<file path="src/rtl/reg_access_pkg.sv">
// Shared opcodes and FSM state encoding for the register-access command controller.
package reg_access_pkg;

    localparam logic [7:0] CMD_WR = 8'hAA;
    localparam logic [7:0] CMD_RD = 8'hBB;

    typedef enum logic [2:0] {
        IDLE    = 3'd0,
        WR_ADDR = 3'd1,
        WR_DATA = 3'd2,
        WR_EXEC = 3'd3,
        RD_ADDR = 3'd4,
        RD_REQ  = 3'd5,
        RD_WAIT = 3'd6,
        TX_SEND = 3'd7
    } state_e;

    // States in which the controller is waiting for the next byte of a frame.
    function automatic logic is_frame_state(state_e s);
        return (s == WR_ADDR) || (s == WR_DATA) || (s == RD_ADDR);
    endfunction

endpackage

</file>
<file path="src/rtl/reg_access_timeout.sv">
// Loadable down-counter flagging a stalled frame; only used with REG_ACCESS_CTRL_TIMEOUT_EN.
module reg_access_timeout #(
    parameter int unsigned TIMEOUT_CYCLES = 1024
) (
    input  logic i_CLK,
    input  logic i_RST,
    input  logic load,
    input  logic enable,
    output logic expired_c
);

    localparam int unsigned CNT_W = $clog2(TIMEOUT_CYCLES + 1);

    logic [CNT_W-1:0] count;

    always_ff @(posedge i_CLK) begin
        if (!i_RST) begin
            count <= '0;
        end else if (load) begin
            count <= CNT_W'(TIMEOUT_CYCLES);
        end else if (enable && (count != '0)) begin
            count <= count - CNT_W'(1);
        end
    end

    // Fires on the TIMEOUT_CYCLES-th consecutive idle cycle after the last byte.
    assign expired_c = enable && !load && (count == CNT_W'(1));

endmodule

</file>
<file path="src/rtl/reg_access_ctrl.sv">
// Byte-stream command decoder driving a register file (0xAA write, 0xBB read with TX response).
// Optional inter-byte timeout is compiled in with REG_ACCESS_CTRL_TIMEOUT_EN.
module reg_access_ctrl
    import reg_access_pkg::*;
#(
    parameter int unsigned DATA_WIDTH     = 8,
    parameter int unsigned ADDR_WIDTH     = 4,
    parameter int unsigned TIMEOUT_CYCLES = 1024
) (
    input  logic                  i_CLK,
    input  logic                  i_RST,
    input  logic [DATA_WIDTH-1:0] i_RX_Data,
    input  logic                  i_RX_Valid,
    output logic [ADDR_WIDTH-1:0] o_Address,
    output logic [DATA_WIDTH-1:0] o_WrData,
    output logic                  o_WrEn,
    output logic                  o_RdEn,
    input  logic [DATA_WIDTH-1:0] i_RdData,
    input  logic                  i_RdData_Valid,
    output logic [DATA_WIDTH-1:0] o_TX_Data,
    output logic                  o_TX_Valid,
    input  logic                  i_TX_Busy,
    output logic                  o_Busy,
    output logic                  o_Cmd_Error
);

    state_e state;
    logic   timeout_c;

`ifdef REG_ACCESS_CTRL_TIMEOUT_EN
    logic tmo_run_c;
    logic tmo_load_c;

    // Opcode byte arms the counter; each further frame byte reloads it.
    assign tmo_run_c  = is_frame_state(state);
    assign tmo_load_c = i_RX_Valid && ((state == IDLE) || tmo_run_c);

    reg_access_timeout #(
        .TIMEOUT_CYCLES(TIMEOUT_CYCLES)
    ) u_timeout (
        .i_CLK     (i_CLK),
        .i_RST     (i_RST),
        .load      (tmo_load_c),
        .enable    (tmo_run_c),
        .expired_c (timeout_c)
    );
`else
    logic unused_timeout_cfg;
    assign unused_timeout_cfg = ^32'(TIMEOUT_CYCLES);
    assign timeout_c          = 1'b0;
`endif

    // Frame decode FSM; all outputs registered alongside the state.
    always_ff @(posedge i_CLK) begin
        if (!i_RST) begin
            state       <= IDLE;
            o_Address   <= '0;
            o_WrData    <= '0;
            o_TX_Data   <= '0;
            o_WrEn      <= 1'b0;
            o_RdEn      <= 1'b0;
            o_TX_Valid  <= 1'b0;
            o_Busy      <= 1'b0;
            o_Cmd_Error <= 1'b0;
        end else begin
            o_WrEn      <= 1'b0;
            o_RdEn      <= 1'b0;
            o_Cmd_Error <= 1'b0;

            case (state)
                IDLE: begin
                    if (i_RX_Valid) begin
                        if (i_RX_Data == DATA_WIDTH'(CMD_WR)) begin
                            state <= WR_ADDR;
                        end else if (i_RX_Data == DATA_WIDTH'(CMD_RD)) begin
                            state <= RD_ADDR;
                        end else begin
                            o_Cmd_Error <= 1'b1;
                        end
                    end
                end

                WR_ADDR: begin
                    if (i_RX_Valid) begin
                        o_Address <= i_RX_Data[ADDR_WIDTH-1:0];
                        state     <= WR_DATA;
                    end else if (timeout_c) begin
                        o_Cmd_Error <= 1'b1;
                        state       <= IDLE;
                    end
                end

                WR_DATA: begin
                    if (i_RX_Valid) begin
                        o_WrData <= i_RX_Data;
                        o_WrEn   <= 1'b1;
                        o_Busy   <= 1'b1;
                        state    <= WR_EXEC;
                    end else if (timeout_c) begin
                        o_Cmd_Error <= 1'b1;
                        state       <= IDLE;
                    end
                end

                WR_EXEC: begin
                    o_Busy <= 1'b0;
                    state  <= IDLE;
                end

                RD_ADDR: begin
                    if (i_RX_Valid) begin
                        o_Address <= i_RX_Data[ADDR_WIDTH-1:0];
                        o_RdEn    <= 1'b1;
                        o_Busy    <= 1'b1;
                        state     <= RD_REQ;
                    end else if (timeout_c) begin
                        o_Cmd_Error <= 1'b1;
                        state       <= IDLE;
                    end
                end

                RD_REQ: begin
                    state <= RD_WAIT;
                end

                RD_WAIT: begin
                    if (i_RdData_Valid) begin
                        o_TX_Data  <= i_RdData;
                        o_TX_Valid <= 1'b1;
                        state      <= TX_SEND;
                    end
                end

                // Byte is held until the transmitter reports a non-busy cycle.
                TX_SEND: begin
                    if (!i_TX_Busy) begin
                        o_TX_Valid <= 1'b0;
                        o_Busy     <= 1'b0;
                        state      <= IDLE;
                    end
                end

                default: begin
                    o_TX_Valid <= 1'b0;
                    o_Busy     <= 1'b0;
                    state      <= IDLE;
                end
            endcase
        end
    end

endmodule

</file>
<file path="config.mk">
export PLATFORM = sky130hd
export DESIGN_NAME = reg_access_ctrl
export DESIGN_NICKNAME = d
export VERILOG_FILES = /design/src/rtl/reg_access_pkg.sv /design/src/rtl/reg_access_timeout.sv /design/src/rtl/reg_access_ctrl.sv
export SDC_FILE = /design/constraint.sdc
export NUM_CORES = 1
export LEC_CHECK = 0
export CAP_MARGIN = 5
export CORE_ASPECT_RATIO = 1.4
export CORE_MARGIN = 3
export CORE_UTILIZATION = 45
export DETAILED_ROUTE_END_ITERATION = 8
export MAX_ROUTING_LAYER = met4
export PLACE_DENSITY = 0.94
export RECOVER_POWER = 25
export SLEW_MARGIN = 20
export SYNTH_ARGS = -nofsm -noshare
export SYNTH_HDL_FRONTEND = slang
export SYNTH_HIERARCHICAL = 1
export SYNTH_SLANG_ARGS = --single-unit
</file>
<file path="constraint.sdc">
create_clock -name i_CLK -period 3.35 [get_ports i_CLK]
set_clock_uncertainty 0.1 [all_clocks]
set_input_delay 0.67 -clock i_CLK [delete_from_list [all_inputs] [get_ports i_CLK]]
set_output_delay 0.67 -clock i_CLK [all_outputs]
set_load 0.02 [all_outputs]
</file>
### Word level (Yosys, flattened, before mapping)

Cells that the tools add are included.

* equal/unequal tests: 17
* muxes and demuxes: 16
* bitwise gates (word level): 3
* reduce and logical (&&, ||, !) cells: 14

Operator list (count)
* $mux W3: 8
* $pmux W3 S8: 1
* $eq A8 B8 Y1 const B: 2
* $eq A3 B3 Y1 const B: 4
* $ne A2 B2 Y1 const B: 6
* $reduce_and A2 Y1: 5
* $reduce_and A7 Y1: 1
* $eq A3 B2 Y1 const B: 2
* $reduce_and A3 Y1: 2
* $mux W1: 5
* $reduce_or A2 Y1: 2
* $reduce_or A4 Y1: 1
* $eq A3 B1 Y1 const B: 1
* $logic_not A3 Y1: 1
* $ne A3 B3 Y1 const B: 1
* $not A1 Y1: 3
* $pmux W1 S3: 1
* $reduce_bool A3 Y1: 1
* $ne A2 B1 Y1 const B: 1
* $pmux W1 S2: 1
* $reduce_bool A2 Y1: 1

* register bits after elaboration: 28
* bits of input ports: 21
* output and inout bits: 25
* logic and storage cells: 59

### Depth between registers and ports, before layout

* depth in word-level cells: 5
* gate-level depth with buffers: 6
* gate-level depth less buffers: 4

### Worst setup path before layout

OpenSTA, ideal clock, no wires.

* path kind: input-to-reg
* start point: input port i_RX_Data[2]
* end point: register state[0]
* library setup time: 70 ps
* arrival time: 1504 ps
* data required time: 3180 ps
* slack: 1676 ps
* stages: 4
* buffers on the path: 0
* cell sequence: and4b_1 > a311oi_1 > or4_1 > a21oi_1

* longest elaborated chain between the ends: 4
* elaborated cells on any way between the ends: 7
* classes of those cells: 3 x eq/ne; 3 x mux; 1 x reduce/logical

Ends and longest elaborated chain
* start: declaration: line reg_access_ctrl.sv:12 `input logic [DATA_WIDTH-1:0] i_RX_Data,`
* $eq A8 B8 Y1: line reg_access_ctrl.sv:73 `if (i_RX_Data == DATA_WIDTH'(CMD_WR)) begin`
* $mux W3: line reg_access_ctrl.sv:73
* $mux W3: line reg_access_ctrl.sv:72 `if (i_RX_Valid) begin`
* $pmux W3 S8: line reg_access_ctrl.sv:70 `case (state)`
* end signal: assignment: line reg_access_ctrl.sv:74 `state <= WR_ADDR;`
* end signal: assignment: line reg_access_ctrl.sv:76 `state <= RD_ADDR;`
* end signal: assignment: line reg_access_ctrl.sv:86 `state <= WR_DATA;`
* end: declaration: line reg_access_ctrl.sv:27 `state_e state;`

Several ways; a longest one is shown, not always the timed one. The select of a mux whose other input is x is not followed.
A chain may end at the register's enable or synchronous reset.

### Final worst setup path

* start point: register o_Busy
* end point: output port o_Busy

RTL lines
* start: declaration: line reg_access_ctrl.sv:23 `output logic o_Busy,`
* start signal: assignment: line reg_access_ctrl.sv:63 `o_Busy <= 1'b0;`
* start signal: assignment: line reg_access_ctrl.sv:97 `o_Busy <= 1'b1;`
* start signal: assignment: line reg_access_ctrl.sv:106 `o_Busy <= 1'b0;`

No word-level cell between the ends.

==> results.cfg <==
[synthesis]
ys_seq_elements = 28
netlist.top_cell.by_area = dfxtp_1
dominantRegCellSynth = dfxtp_1
post_synth_fa_ha_maj_area_fraction_pct = 0.8611
synth-edff-count = 0
netlist_instances = 133
async_reset_ff_share_pct = 0
synth_nets = 154
synth_top_area_cells = dfxtp_1 (48%), mux2i_1 (10%), nand2_1 (8.1%), nor2_1 (5.5%), a21oi_1 (5.2%)
netlist.area_leader.share_pct = 48.22
synth_cell_type_count = 31
ys.warnings.count = 6
synth.yosys.seq_area_share_pct = 48.22
post-synth-top-count-cell = dfxtp_1
simple_gate_area_share_of_the_yosys_netlist_pct = 21.21
yosys-mux-area-fraction_pct = 10.33
synth_area_sq_um = 1162
syn_area_per_cell_sq_um = 8.740
post_synthesis_compound_gate_area_fraction_pct = 13.67
synthTopCellsByCount = dfxtp_1 (28), nand2_1 (25), nor2_1 (17)
synth_top_family_by_area = simple AND/OR/NAND/NOR gates
synth-xor-area-share_pct = 1.507

[global_route]
grt_max_degree = 25
grtUsageTotal_pct = 19.70
groute.layer.met1.usage_pct = 19.92
global_route.usage.met2_pct = 37.24
number_of_antenna_violations_at_the_first_check_in_global_routing = 0
globalRouteMet3Util_pct = 2.483
busiest_layer = met2
grt.overflow.total = 0
grt_pass1_wl_um = 4830
first_global_vias = 1069

[sta]
timing_worst_slew_pin_value_ns = 0.7116
fmaxAchievable_mhz = 471.6
grt_setup_unrepaired = no
layout_worst_path_cycle_share_pct = 63.30
fin_ws_ns = 1.229
hold_viol_final = 0
timing_max_transition_violations_final = 0
final-setup-viol-count = 0
worst_slew_margin_rel_pct = 52.51
final_critical_period_ns = 2.121
final.setup.tns_ns = 0

[floorplanning]
start_util_pct = 48.08
die_w_um = 48.96
die_y_um = 66.14
die_area_sq_um = 3238
io_pins = 46
rows = 21
core_area_sq_um = 2417

[cells_and_area]
multi_input_area_sq_um = 553.0
fraction_of_layout_cells_with_a_size_suffix_above_1_pct = 4.000
antenna_cells_inserted = 0
filler_cell_count = 189
sequential_cell_area_in_the_final_layout_sq_um = 560.5
final_core_utilization_pct = 68.94
num-nets-final = 197
area_growth_syn_to_layout_pct = 43.38

[clock_network]
cts_buffers = 3
insertion_delay_ns = 0.33
postCtsResizedCells = 0
cts_hold_buffers = 0
worst_setup_hold_path_clk_slew_ns = 0.16
clock_tree.root_cell = clkbuf_4
clock_tree.htree_level_count = 1
clock-sinks = 28
cts_tree = built
cts.repair_timing.setup_buffer_count = 0
cts_max_path_buffers = 2

[detailed_routing]
route.antenna.remaining_nets = 0
routed_wire_length_per_instance_um = 14.29
dr.pass1.iters = 4
drc = 0
drt_wl_total_um = 2986
via_count = 1078
detail_route.vias_per_cell = 5.158
drtIter0Drc = 33

[place]
place_worst_setup_slack_ns = 1.086
numPortBuffers = 45
gpl.final_weighted_congestion = 0.7508
dp_hpwl_um = 2147

[critical_path]
critical_path.reg2reg.endpoint = state[0]
worstSetupStartpointType = flop
cell_family_contributing_the_most_delay_on_the_critical_path = buffers and inverters
worstPathArrival_ns = 1.35
critical_path.max_stage_delay_ns = 0.63
worst-path-buf-inv = 1
critical_path_peak_fanout = 4
timing.critical_path.required_ns = 2.58
r2r.worst_path.cells = 4
timing.reg2reg.setup_slack_ns = 1.63
setup.worst_path.class = flop to output pin
worstSetupEndpointType = output pin
path_cells = clkdlybuf4s50_1
critical_path.reg2reg.startpoint = state[0]
crit_path_top_delay_cell = clkdlybuf4s50_1

[power]
fin_total_pwr_uw = 656.4
switching_share_pct = 22.71
clock_power_share_pct = 34.2
power_report.internal_total_uw = 507.3
power.switching_uw = 149.1
power-per-cell-area_nw_per_um2 = 393.9
total_leakage_power_nw = 0.5972
peakVddDrop_mv = 0.3853
power.share.sequential_pct = 53.3
power_frac_comb_pct = 12.6

[min_path]
hold_path_class = flop to flop
worstHoldPathCells = 2
worstHoldEndpoint = o_TX_Data[0]
hp-start = o_TX_Data[0]

[run]
cap_viol_max_count = 0

[outcome]
result_of_the_run = complete, no violations
[flip-flops by register name, indices dropped and copies added (netlist names)]
| name | count |
|---|---|
| o_TX_Data | 8 |
| o_WrData | 8 |
| o_Address | 4 |
| state | 3 |
| o_Busy | 1 |
| o_Cmd_Error | 1 |
| o_RdEn | 1 |
| o_TX_Valid | 1 |
| o_WrEn | 1 |
[cell type report]
type | count | area share, %
Clock buffer | 3 | 1.351
Clock inverter | 1 | 1.802
Sequential cell | 28 | 33.63
Tap cell | 34 | 2.553
Multi-Input combinational cell | 96 | 33.18
Timing Repair Buffer | 45 | 27.03
Inverter | 2 | 0.4505
[cell usage in the layout, fill, tap and decap left out]
master / n
xnor2_1: 1
dfxtp_1: 28
a211oi_1: 1
o31ai_1: 1
a311oi_1: 2
or2_2: 1
or4_1: 1
nor3b_1: 1
nand3b_1: 1
and3_1: 2
mux2i_1: 12
and4b_1: 1
a21oi_2: 1
o21bai_1: 1
nor2b_1: 3
inv_1: 2
o21ba_2: 1
and2_0: 1
maj3_1: 1
nand2_1: 25
a31oi_1: 2
o21a_1: 1
nor2_1: 17
o21ai_0: 4
xor2_1: 1
clkbuf_4: 3
bufinv_16: 1
or3_1: 2
a21oi_1: 12
dlygate4sd3_1: 5
clkdlybuf4s50_1: 40
[worst min-delay path, delay by kind of cell, from the launching register on]
family / cells / cell delay (ns)
AO/OA/AOI/OAI: 1 / 0.05
flip-flops: 1 / 0.34
AND/OR/NAND/NOR: 1 / 0.05
[how the worst max path moves through the flow]
| stage | start | end | cells past startpoint |
|---|---|---|---|
| after global placement | i_RX_Valid | o_WrData[1] | 4 |
| after detailed placement | i_RX_Valid | o_WrData[0] | 4 |
| after global routing | o_Busy | o_Busy | 1 |
| after floorplan | i_RX_Data[2] | state[0] | 4 |
| after CTS | o_Busy | o_Busy | 1 |
| final | o_Busy | o_Busy | 1 |
[kinds of logic (layout without fill, tap and decap cells)]
| kind of cell | count (synthesis) | after routing |
|---|---|---|
| multiplexers | 12 | 12 |
| flip-flops | 28 | 28 |
| AND/OR/NAND/NOR | 55 | 55 |
| adder cells (fa/ha/maj) | 1 | 1 |
| XOR/XNOR | 2 | 2 |
| AO/OA/AOI/OAI | 26 | 26 |
| buffers and inverters | 9 | 51 |
[power groups by stage]
stage / logic, mW / registers (mW) / clock network, mW
after global routing: 0.0895 / 0.351 / 0.233
after CTS: 0.0836 / 0.350 / 0.221
after floorplan: 0.0379 / 0.359 / 0
final: 0.0824 / 0.350 / 0.224
after detailed placement: 0.0824 / 0.356 / 0
after global placement: 0.0802 / 0.356 / 0
[stage by stage]
stage / hold WS [ns] / area, sq um / instances
2_1_floorplan: 0.4345 / 1162 / 133
3_3_place_gp: 0.3434 / 1614 / 205
3_5_place_dp: 0.3488 / 1614 / 205
4_1_cts: 0.3682 / 1667 / 209
5_1_grt: 0.3890 / 1667 / 209
6_report: 0.3688 / 1667 / 209
[metal layers]
layer	part of all wire, %	vias to the layer above
met1	39	497
met2	54	36
met4	2.9	0
met3	4.3	9
li1	-	536
met5	0	-
No activity file was read; power rests on OpenSTA's default activity.
